$ cat src/rtl/i2s_pkg.sv
// rtl/i2s_pkg.sv - shared types and widths for the I2S capture path
package i2s_pkg;

  localparam int FRAME_BITS = 6;
  localparam int SAMPLE_W   = 16;
  localparam int PAIR_W     = 32;

  typedef enum logic [1:0] {
    IDLE  = 2'd0,
    ARMED = 2'd1,
    RUN   = 2'd2
  } state_e;

endpackage

$ cat src/rtl/i2s_capture_ctrl_sync_fifo.sv
// rtl/i2s_capture_ctrl_sync_fifo.sv - single-clock FIFO with flush, shared by RX and TX paths
module sync_fifo #(
  parameter int WIDTH = 32,
  parameter int DEPTH = 8
) (
  input  logic             ck,
  input  logic             rst_n,
  input  logic             flush,
  input  logic             push,
  input  logic [WIDTH-1:0] wdata,
  input  logic             pop,
  output logic [WIDTH-1:0] rdata,
  output logic             full,
  output logic             empty
);

  localparam int AW = $clog2(DEPTH);

  logic [WIDTH-1:0] mem [DEPTH];
  logic [AW-1:0]    wr_ptr_q;
  logic [AW-1:0]    rd_ptr_q;
  logic [AW:0]      cnt_q;
  logic             do_push;
  logic             do_pop;

  assign full  = (cnt_q == (AW+1)'(DEPTH));
  assign empty = (cnt_q == '0);

  // A pop in the same cycle frees a slot, so a push into a full FIFO still lands.
  assign do_pop  = pop && !empty && !flush;
  assign do_push = push && (!full || do_pop) && !flush;

  // Head is presented combinationally; an empty FIFO shows zero.
  assign rdata = empty ? '0 : mem[rd_ptr_q];

  // Storage array, written only; no reset needed since reads are gated by empty.
  always_ff @(posedge ck) begin
    if (do_push) begin
      mem[wr_ptr_q] <= wdata;
    end
  end

  // Pointers and occupancy; flush returns the FIFO to empty.
  always_ff @(posedge ck or negedge rst_n) begin
    if (!rst_n) begin
      wr_ptr_q <= '0;
      rd_ptr_q <= '0;
      cnt_q    <= '0;
    end else if (flush) begin
      wr_ptr_q <= '0;
      rd_ptr_q <= '0;
      cnt_q    <= '0;
    end else begin
      if (do_push) begin
        wr_ptr_q <= wr_ptr_q + AW'(1);
      end
      if (do_pop) begin
        rd_ptr_q <= rd_ptr_q + AW'(1);
      end
      case ({do_push, do_pop})
        2'b10:   cnt_q <= cnt_q + (AW+1)'(1);
        2'b01:   cnt_q <= cnt_q - (AW+1)'(1);
        default: cnt_q <= cnt_q;
      endcase
    end
  end

endmodule

$ cat src/rtl/i2s_capture_ctrl.sv
// rtl/i2s_capture_ctrl.sv - frame-timed capture sequencer feeding a stereo-pair stream
module i2s_capture_ctrl
  import i2s_pkg::*;
#(
  parameter int DEPTH        = 8,
  parameter int CAPTURE_POSN = 1
) (
  input  logic                  ck,
  input  logic                  rst_n,
  input  logic                  sck,
  input  logic                  ws,
  input  logic [FRAME_BITS-1:0] frame_posn,
  input  logic [SAMPLE_W-1:0]   left,
  input  logic [SAMPLE_W-1:0]   right,
  input  logic                  start,
  input  logic                  abort,
  input  logic [15:0]           count,
  output logic [PAIR_W-1:0]     data,
  output logic                  valid,
  input  logic                  ready,
  output logic                  busy,
  output logic                  done,
  output logic                  overflow
);

  state_e      state_q, state_d;
  logic [15:0] remaining_q, remaining_d;
  logic        ovf_q, ovf_d;
  logic        done_q, done_d;
  logic        sck_q;
  logic        tick;
  logic        fifo_push;
  logic        fifo_pop;
  logic        fifo_flush;
  logic        fifo_full;
  logic        fifo_empty;
  logic        unused_ws;

  // Word select is only observed upstream; sequencing is driven by frame_posn.
  assign unused_ws = ws;

  // One strobe per frame: the rising bit-clock edge at the capture position.
  assign tick = sck && !sck_q && (frame_posn == FRAME_BITS'(CAPTURE_POSN));

  assign fifo_pop = !fifo_empty && ready;
  assign valid    = !fifo_empty;
  assign busy     = (state_q != IDLE);
  assign done     = done_q;
  assign overflow = ovf_q;

  // Bit-clock history for edge detection.
  always_ff @(posedge ck or negedge rst_n) begin
    if (!rst_n) begin
      sck_q <= 1'b0;
    end else begin
      sck_q <= sck;
    end
  end

  // Sequencer next state: abort dominates, start only honoured from IDLE.
  always_comb begin
    state_d     = state_q;
    remaining_d = remaining_q;
    ovf_d       = ovf_q;
    done_d      = 1'b0;
    fifo_push   = 1'b0;
    fifo_flush  = 1'b0;
    if (abort) begin
      state_d    = IDLE;
      fifo_flush = 1'b1;
    end else begin
      case (state_q)
        IDLE: begin
          if (start) begin
            state_d     = ARMED;
            remaining_d = count;
            ovf_d       = 1'b0;
          end
        end
        ARMED: begin
          // First frame after arming is partial, so it is skipped.
          if (tick) begin
            state_d = RUN;
          end
        end
        RUN: begin
          if (tick) begin
            fifo_push = 1'b1;
            if (fifo_full && !fifo_pop) begin
              ovf_d = 1'b1;
            end
            // Frames are counted by time, dropped or not; zero means run forever.
            if (remaining_q == 16'd1) begin
              done_d  = 1'b1;
              state_d = IDLE;
            end else if (remaining_q != 16'd0) begin
              remaining_d = remaining_q - 16'd1;
            end
          end
        end
        default: state_d = IDLE;
      endcase
    end
  end

  // Sequencer state, frame counter, sticky overflow and done pulse.
  always_ff @(posedge ck or negedge rst_n) begin
    if (!rst_n) begin
      state_q     <= IDLE;
      remaining_q <= '0;
      ovf_q       <= 1'b0;
      done_q      <= 1'b0;
    end else begin
      state_q     <= state_d;
      remaining_q <= remaining_d;
      ovf_q       <= ovf_d;
      done_q      <= done_d;
    end
  end

  sync_fifo #(
    .WIDTH (PAIR_W),
    .DEPTH (DEPTH)
  ) u_fifo (
    .ck    (ck),
    .rst_n (rst_n),
    .flush (fifo_flush),
    .push  (fifo_push),
    .wdata ({left, right}),
    .pop   (fifo_pop),
    .rdata (data),
    .full  (fifo_full),
    .empty (fifo_empty)
  );

endmodule

$ cat config.mk
export PLATFORM = sky130hd
export DESIGN_NAME = i2s_capture_ctrl
export DESIGN_NICKNAME = d
export VERILOG_FILES = /design/src/rtl/i2s_pkg.sv /design/src/rtl/i2s_capture_ctrl_sync_fifo.sv /design/src/rtl/i2s_capture_ctrl.sv
export SDC_FILE = /design/constraint.sdc
export NUM_CORES = 1
export LEC_CHECK = 0
export ABC_AREA = 1
export ABC_CLOCK_PERIOD_IN_PS = 5250
export CAP_MARGIN = 0
export CORE_MARGIN = 2
export CORE_UTILIZATION = 50
export DETAILED_ROUTE_END_ITERATION = 6
export GPL_TIMING_DRIVEN = 0
export PLACE_DENSITY = 0.76
export SKIP_CTS_REPAIR_TIMING = 1
export SYNTH_ARGS = -nofsm -noshare
export SYNTH_HDL_FRONTEND = slang
export SYNTH_SLANG_ARGS = --single-unit
$ cat constraint.sdc
create_clock -name ck -period 5.25 [get_ports ck]
set_clock_uncertainty 0.15 [all_clocks]
set_input_delay 0.525 -clock ck [delete_from_list [all_inputs] [get_ports ck]]
set_output_delay 0.525 -clock ck [all_outputs]
set_load 0.1 [all_outputs]
# Word-level counts from Yosys, hierarchy flattened
# Memory sizes are Yosys's and may differ from the RTL's.
# Cells that the tools add are included.
dict set report word_totals {
  ff_bits 31
  ramBits 256
  input_bits 61
  out_inout_bits 36
  wordCells 88
  memories 1
}
# memory words word_bits read_ports rd_clocked_by_memory_dff write_ports line_no
set memory_table {}
lappend memory_table {u_fifo.mem 8 32 1 0 1 i2s_capture_ctrl_sync_fifo.sv:19} ;# logic [WIDTH-1:0] mem [DEPTH];
dict set report op_classes {
  n_addsub 5
  n_eq_ne 16
  n_mux 32
  n_bitwise 1
  n_reduce_logical 25
}
# operator count
set ops {}
lappend ops {{two-way mux 16 bit} 4}
lappend ops {{two-way mux 32 bit} 1}
lappend ops {{one-hot mux 16 bit (2 select lines)} 1}
lappend ops {{== test 16 x 1 -> 1 bit (second input constant)} 1}
lappend ops {{nonzero test 16 bit} 1}
lappend ops {{subtractor 16 x 1 -> 16 bit (second input constant)} 1}
lappend ops {{two-way mux 1 bit} 13}
lappend ops {{two-way mux 3 bit} 4}
lappend ops {{!= test 3 bit (second input constant)} 4}
lappend ops {{two-way mux 2 bit} 5}
lappend ops {{!= test 2 bit (second input constant)} 5}
lappend ops {{logical AND 1 bit} 8}
lappend ops {{one-hot mux 4 bit (2 select lines)} 1}
lappend ops {{nonzero test 2 bit} 4}
lappend ops {{adder 3 x 1 -> 3 bit (second input constant)} 2}
lappend ops {{== test 6 x 1 -> 1 bit (second input constant)} 1}
lappend ops {{one-hot mux 2 bit (3 select lines)} 1}
lappend ops {{AND reduction 6 bit} 1}
lappend ops {{zero test 1 bit} 5}
lappend ops {{AND reduction 5 bit} 1}
lappend ops {{adder 4 x 1 -> 4 bit (second input constant)} 1}
lappend ops {{== test 2 x 1 -> 1 bit (second input constant)} 2}
lappend ops {{== test 2 bit (second input constant)} 2}
lappend ops {{== test 4 bit (second input constant)} 1}
lappend ops {{other kinds (9)} 9}

# Longest topological paths before layout
dict set report logic_depth {
  word_depth 11
  mapped_depth 14
  mapped_depth_nobuf 14
}

# Cells and area by module
# From an unflattened synthesis, not the netlist that was laid out.
dict set report unflattened {
  hier_cells 1069
  hier_area_um2 12253.0
}
# module n_inst cells_each area_per_inst_um2 seq_area_each_um2
set by_module_without_submodules {}
lappend by_module_without_submodules {sync_fifo 1 821 10633.9 7937.6}
lappend by_module_without_submodules {i2s_capture_ctrl 1 248 1619.1 525.5}

# Worst setup path after synthesis
# OpenSTA, ideal clock, no wires.
dict set report synth_timing {
  path_kind {input -> register}
  start {input abort}
  end {memory u_fifo.mem[2][0] (enable)}
  setup_ps 461
  t_arrival_ps 3435
  t_required_ps 4639
  setup_slack_ps 1204
  cell_stages 6
  path_buffers 1
  cell_sequence {clkbuf_1 > nor2_1 > nand3_1 > inv_2 > nand2_1 > nor3_1}
}
dict set report synth_via {
  elab_chain_len 8
  elab_cells_between_ends 9
  classes_between {mux: 4; reduce/logical: 5}
}
# item line_no
set synth_lines {}
lappend synth_lines {{start, declared} i2s_capture_ctrl.sv:16} ;# input logic abort,
lappend synth_lines {{two-way mux 1 bit} i2s_capture_ctrl.sv:68} ;# if (abort) begin
lappend synth_lines {{zero test 1 bit} {i2s_capture_ctrl_sync_fifo.sv:30, i2s_capture_ctrl_sync_fifo.sv:31}}
lappend synth_lines {{logical AND 1 bit} i2s_capture_ctrl_sync_fifo.sv:30} ;# assign do_pop = pop && !empty && !flush;
lappend synth_lines {{logical OR 1 bit} i2s_capture_ctrl_sync_fifo.sv:31} ;# assign do_push = push && (!full || do_pop) && !flush;
lappend synth_lines {{logical AND 1 bit} i2s_capture_ctrl_sync_fifo.sv:31}
lappend synth_lines {{logical AND 1 bit *} i2s_capture_ctrl_sync_fifo.sv:31}
lappend synth_lines {{two-way mux 1 bit *} i2s_capture_ctrl_sync_fifo.sv:38} ;# if (do_push) begin
lappend synth_lines {{two-way mux 1 bit (not written as such) *} i2s_capture_ctrl_sync_fifo.sv:39} ;# mem[wr_ptr_q] <= wdata;
lappend synth_lines {{end, declared} i2s_capture_ctrl_sync_fifo.sv:19}
# Every way passes the cells marked *; elsewhere a longest branch is shown, timed or not.

# Final worst setup path
dict set report layout_timing {
  start {register u_fifo.rd_ptr_q[0]}
  end {output data[29]}
}
dict set report layout_via {
  elab_chain_len 2
}
# item line_no
set layout_lines {}
lappend layout_lines {{start, declared} i2s_capture_ctrl_sync_fifo.sv:21} ;# logic [AW-1:0] rd_ptr_q;
lappend layout_lines {{start signal, assigned} i2s_capture_ctrl_sync_fifo.sv:58} ;# rd_ptr_q <= rd_ptr_q + AW'(1);
lappend layout_lines {{memory (8 x 32 bit)} n/a}
lappend layout_lines {{two-way mux 32 bit} i2s_capture_ctrl_sync_fifo.sv:34} ;# assign rdata = empty ? '0 : mem[rd_ptr_q];
lappend layout_lines {{end, declared} i2s_capture_ctrl.sv:18} ;# output logic [PAIR_W-1:0] data,
# No other way between the ends.

==> reports/results.ini <==
[synth]
ys.flop_type=edfxtp_1
yosysUniqueCellTypes=38
seq_area_frac_synth_pct=71.04
synthesis.nets=1086
postSynthCellCount=1019
syn_area_per_cell_sq_um=11.69
syn_area_sq_mm=0.01191
yosysWarningCount=0
synth-edff-count=256
ys_async_sr_fraction_pct=10.80
synth_seq_cells=287

[cells_and_area]
antenna_cells=0
nFillCells=1769
syn_to_final_growth_pct=21.31
final_common_cell=edfxtp_1
layout_common_cells=edfxtp_1, nor2_1, o21ai_0, clkdlybuf4s50_1, nand2_1
multi_input_area_sq_mm=0.003089
register_area_sq_mm=0.008463
layout.nets=1235
drive_above_1_share_pct=9.244

[pwr]
power_density_mw_per_mm2=347.4
pwr-share-seq_pct=52.2
switchingPower_uw=1210
p_clk_share_pct=37.6
peakVddDrop_uv=221.2
swShare_pct=24.11
finalPower_uw=5021
p_int_uw=3811
p_leak_uw=0.005039
pwr-share-comb_pct=10.2

[sta]
maxSlewViolCount=0
slew-limit-headroom_pct=31.08
rsz0062_at_grt=false
finalCritPeriodShare_pct=83.67
fmax_mhz=227.7
hold_viol=0
timing.hold.ws_ns=0.3060
setup_viol=0
worstMarginPinSlew_ns=1.028
fin_crit_ns=4.392

[status]
outcome=finished with violations
violations=design-rule violations

[clock_network]
cts_tree=done
cts_buffer_depth=3
cts_root_buffer=clkbuf_16
clock-sinks=287
path_clk_slew_ns=0.06
cts_made_buffers=28
clock_latency_ns=0.54
cts_max_level=1

[route]
avgRoutedWirePerCell_um=18.76
vias=8454
first_iter_violations=775
highest_layer=met4
route.met3.wl_um=2187
drc=2
wl_um=28310
vias_per_cell=5.602
wl_met2_um=14000
postRouteAntennaNets=0
drtPass1Iterations=7
wl_met1_um=11270

[die]
num_rows=56
ios=97
start_util_pct=50.90
core-area_sq_mm=0.02340
fp.dieH_um=158.4
die_w_um=158.4
die_area_sq_mm=0.02508

[critical_path]
crit_buf_inv=4
critPathKind=reg2out
critPathLaunchType=register
cpPeakStageDelay_ns=1.17
path_cells=inv_2, buf_2, buf_1, o21ai_0, o22ai_1, o21ai_0, a31oi_1, clkdlybuf4s50_1
endpoint_kind=output pin
crit_fanout=10
path_delay_family=buffers and inverters
crit_slowest_cell=clkdlybuf4s50_1
cp.required_ns=4.58
crit_top_cell=o21ai_0
worstPathArrival_ns=3.72

[global_routing]
grt_max_degree=32
grt_overflow=0
track_usage_pct=22.47
antenna_found_initial=0
grt_pass1_wl_um=42820
grt_pass1_vias=8195

[placement]
gp_congestion=0.8387
io_buffers=94
dp_hpwl_um=18980

[worst_hold_path]
hold_path.class=in2reg

[run]
cap_violations=0

==> area by class of cell <==
cell class	instances	share of cell area, %
Timing Repair Buffer	119	8.519
Multi-Input combinational cell	634	21.38
Clock buffer	34	5.004
Buffer	58	1.714
Clock inverter	18	1.004
Sequential cell	287	58.56
Inverter	40	1.056
Tap cell	319	2.762
==> stage by stage <==
stage	instance area [sq um]	setup WS (ns)	util, %	std cells	TNS (ns)
global route	14450	0.6629	61.75	1509	0
detailed placement	13570	1.456	58.00	1456	0
global placement	13250	-1.470	56.63	1432	-294.30
CTS	14440	0.8826	61.71	1508	0
finish	14450	0.8575	61.75	1509	0
floorplan	11910	1.204	-	1019	0
==> synthesized netlist by cell type, types with 5 or more instances <==
library cell,number,share of area [%]
nor3_1,14,0.59
nand3_1,13,0.55
clkbuf_1,39,1.2
ha_1,6,0.63
o21ai_0,175,7.4
nand2_2,6,0.32
inv_1,34,1.1
nor2_1,226,7.1
o21ai_1,12,0.50
o21ai_2,5,0.37
buf_1,5,0.16
xor2_1,5,0.37
o22ai_1,32,1.7
dfrtp_1,31,6.5
buf_2,12,0.50
a31oi_1,35,1.8
edfxtp_1,256,65
nand2_1,76,2.4
a21oi_1,6,0.25
==> per-layer routing <==
metal	vias up	track usage [%]
met5	-	0
met4	0	8.795
met1	4009	28.95
met2	419	39.01
li1	3958	-
met3	68	2.831
==> cell families after synthesis <==
kind of cell	share of synthesized area, %
AO/OA/AOI/OAI	12.70
XOR/XNOR	0.4411
adder cells (fa/ha/maj)	0.6302
buffers and inverters	3.361
flip-flops	71.04
AND/OR/NAND/NOR	11.83
==> power groups by stage <==
stage | combinational, uW | clock [uW] | sequential, uW
after floorplan | 352 | 0 | 2650
after global placement | 493 | 0 | 2660
after detailed placement | 507 | 0 | 2670
after CTS | 509 | 1910 | 2620
after global routing | 565 | 2000 | 2630
final | 511 | 1890 | 2620
==> final timing paths <==
kind	start	endpoint	slack (ns)	cells past startpoint
setup / recovery	u_fifo.rd_ptr_q[0]	data[29]	0.86	8
hold reg to reg	overflow	overflow	0.34	1
setup reg to reg	state_q[0]	u_fifo.mem[7][10]	2.24	10
max in group asynchronous	rst_n	u_fifo.rd_ptr_q[0]	4.05	2
min in group asynchronous	rst_n	remaining_q[1]	0.44	2
hold / removal	sck	sck_q	0.31	1
==> flip-flops by register name, indices dropped and copies added (netlist names) <==
register         cells
done                 1
overflow             1
remaining_q         16
sck_q                1
state_q              2
u_fifo.cnt_q         4
u_fifo.mem         256
u_fifo.rd_ptr_q      3
u_fifo.wr_ptr_q      3
Note: power is estimated with default switching activity, not from simulation.
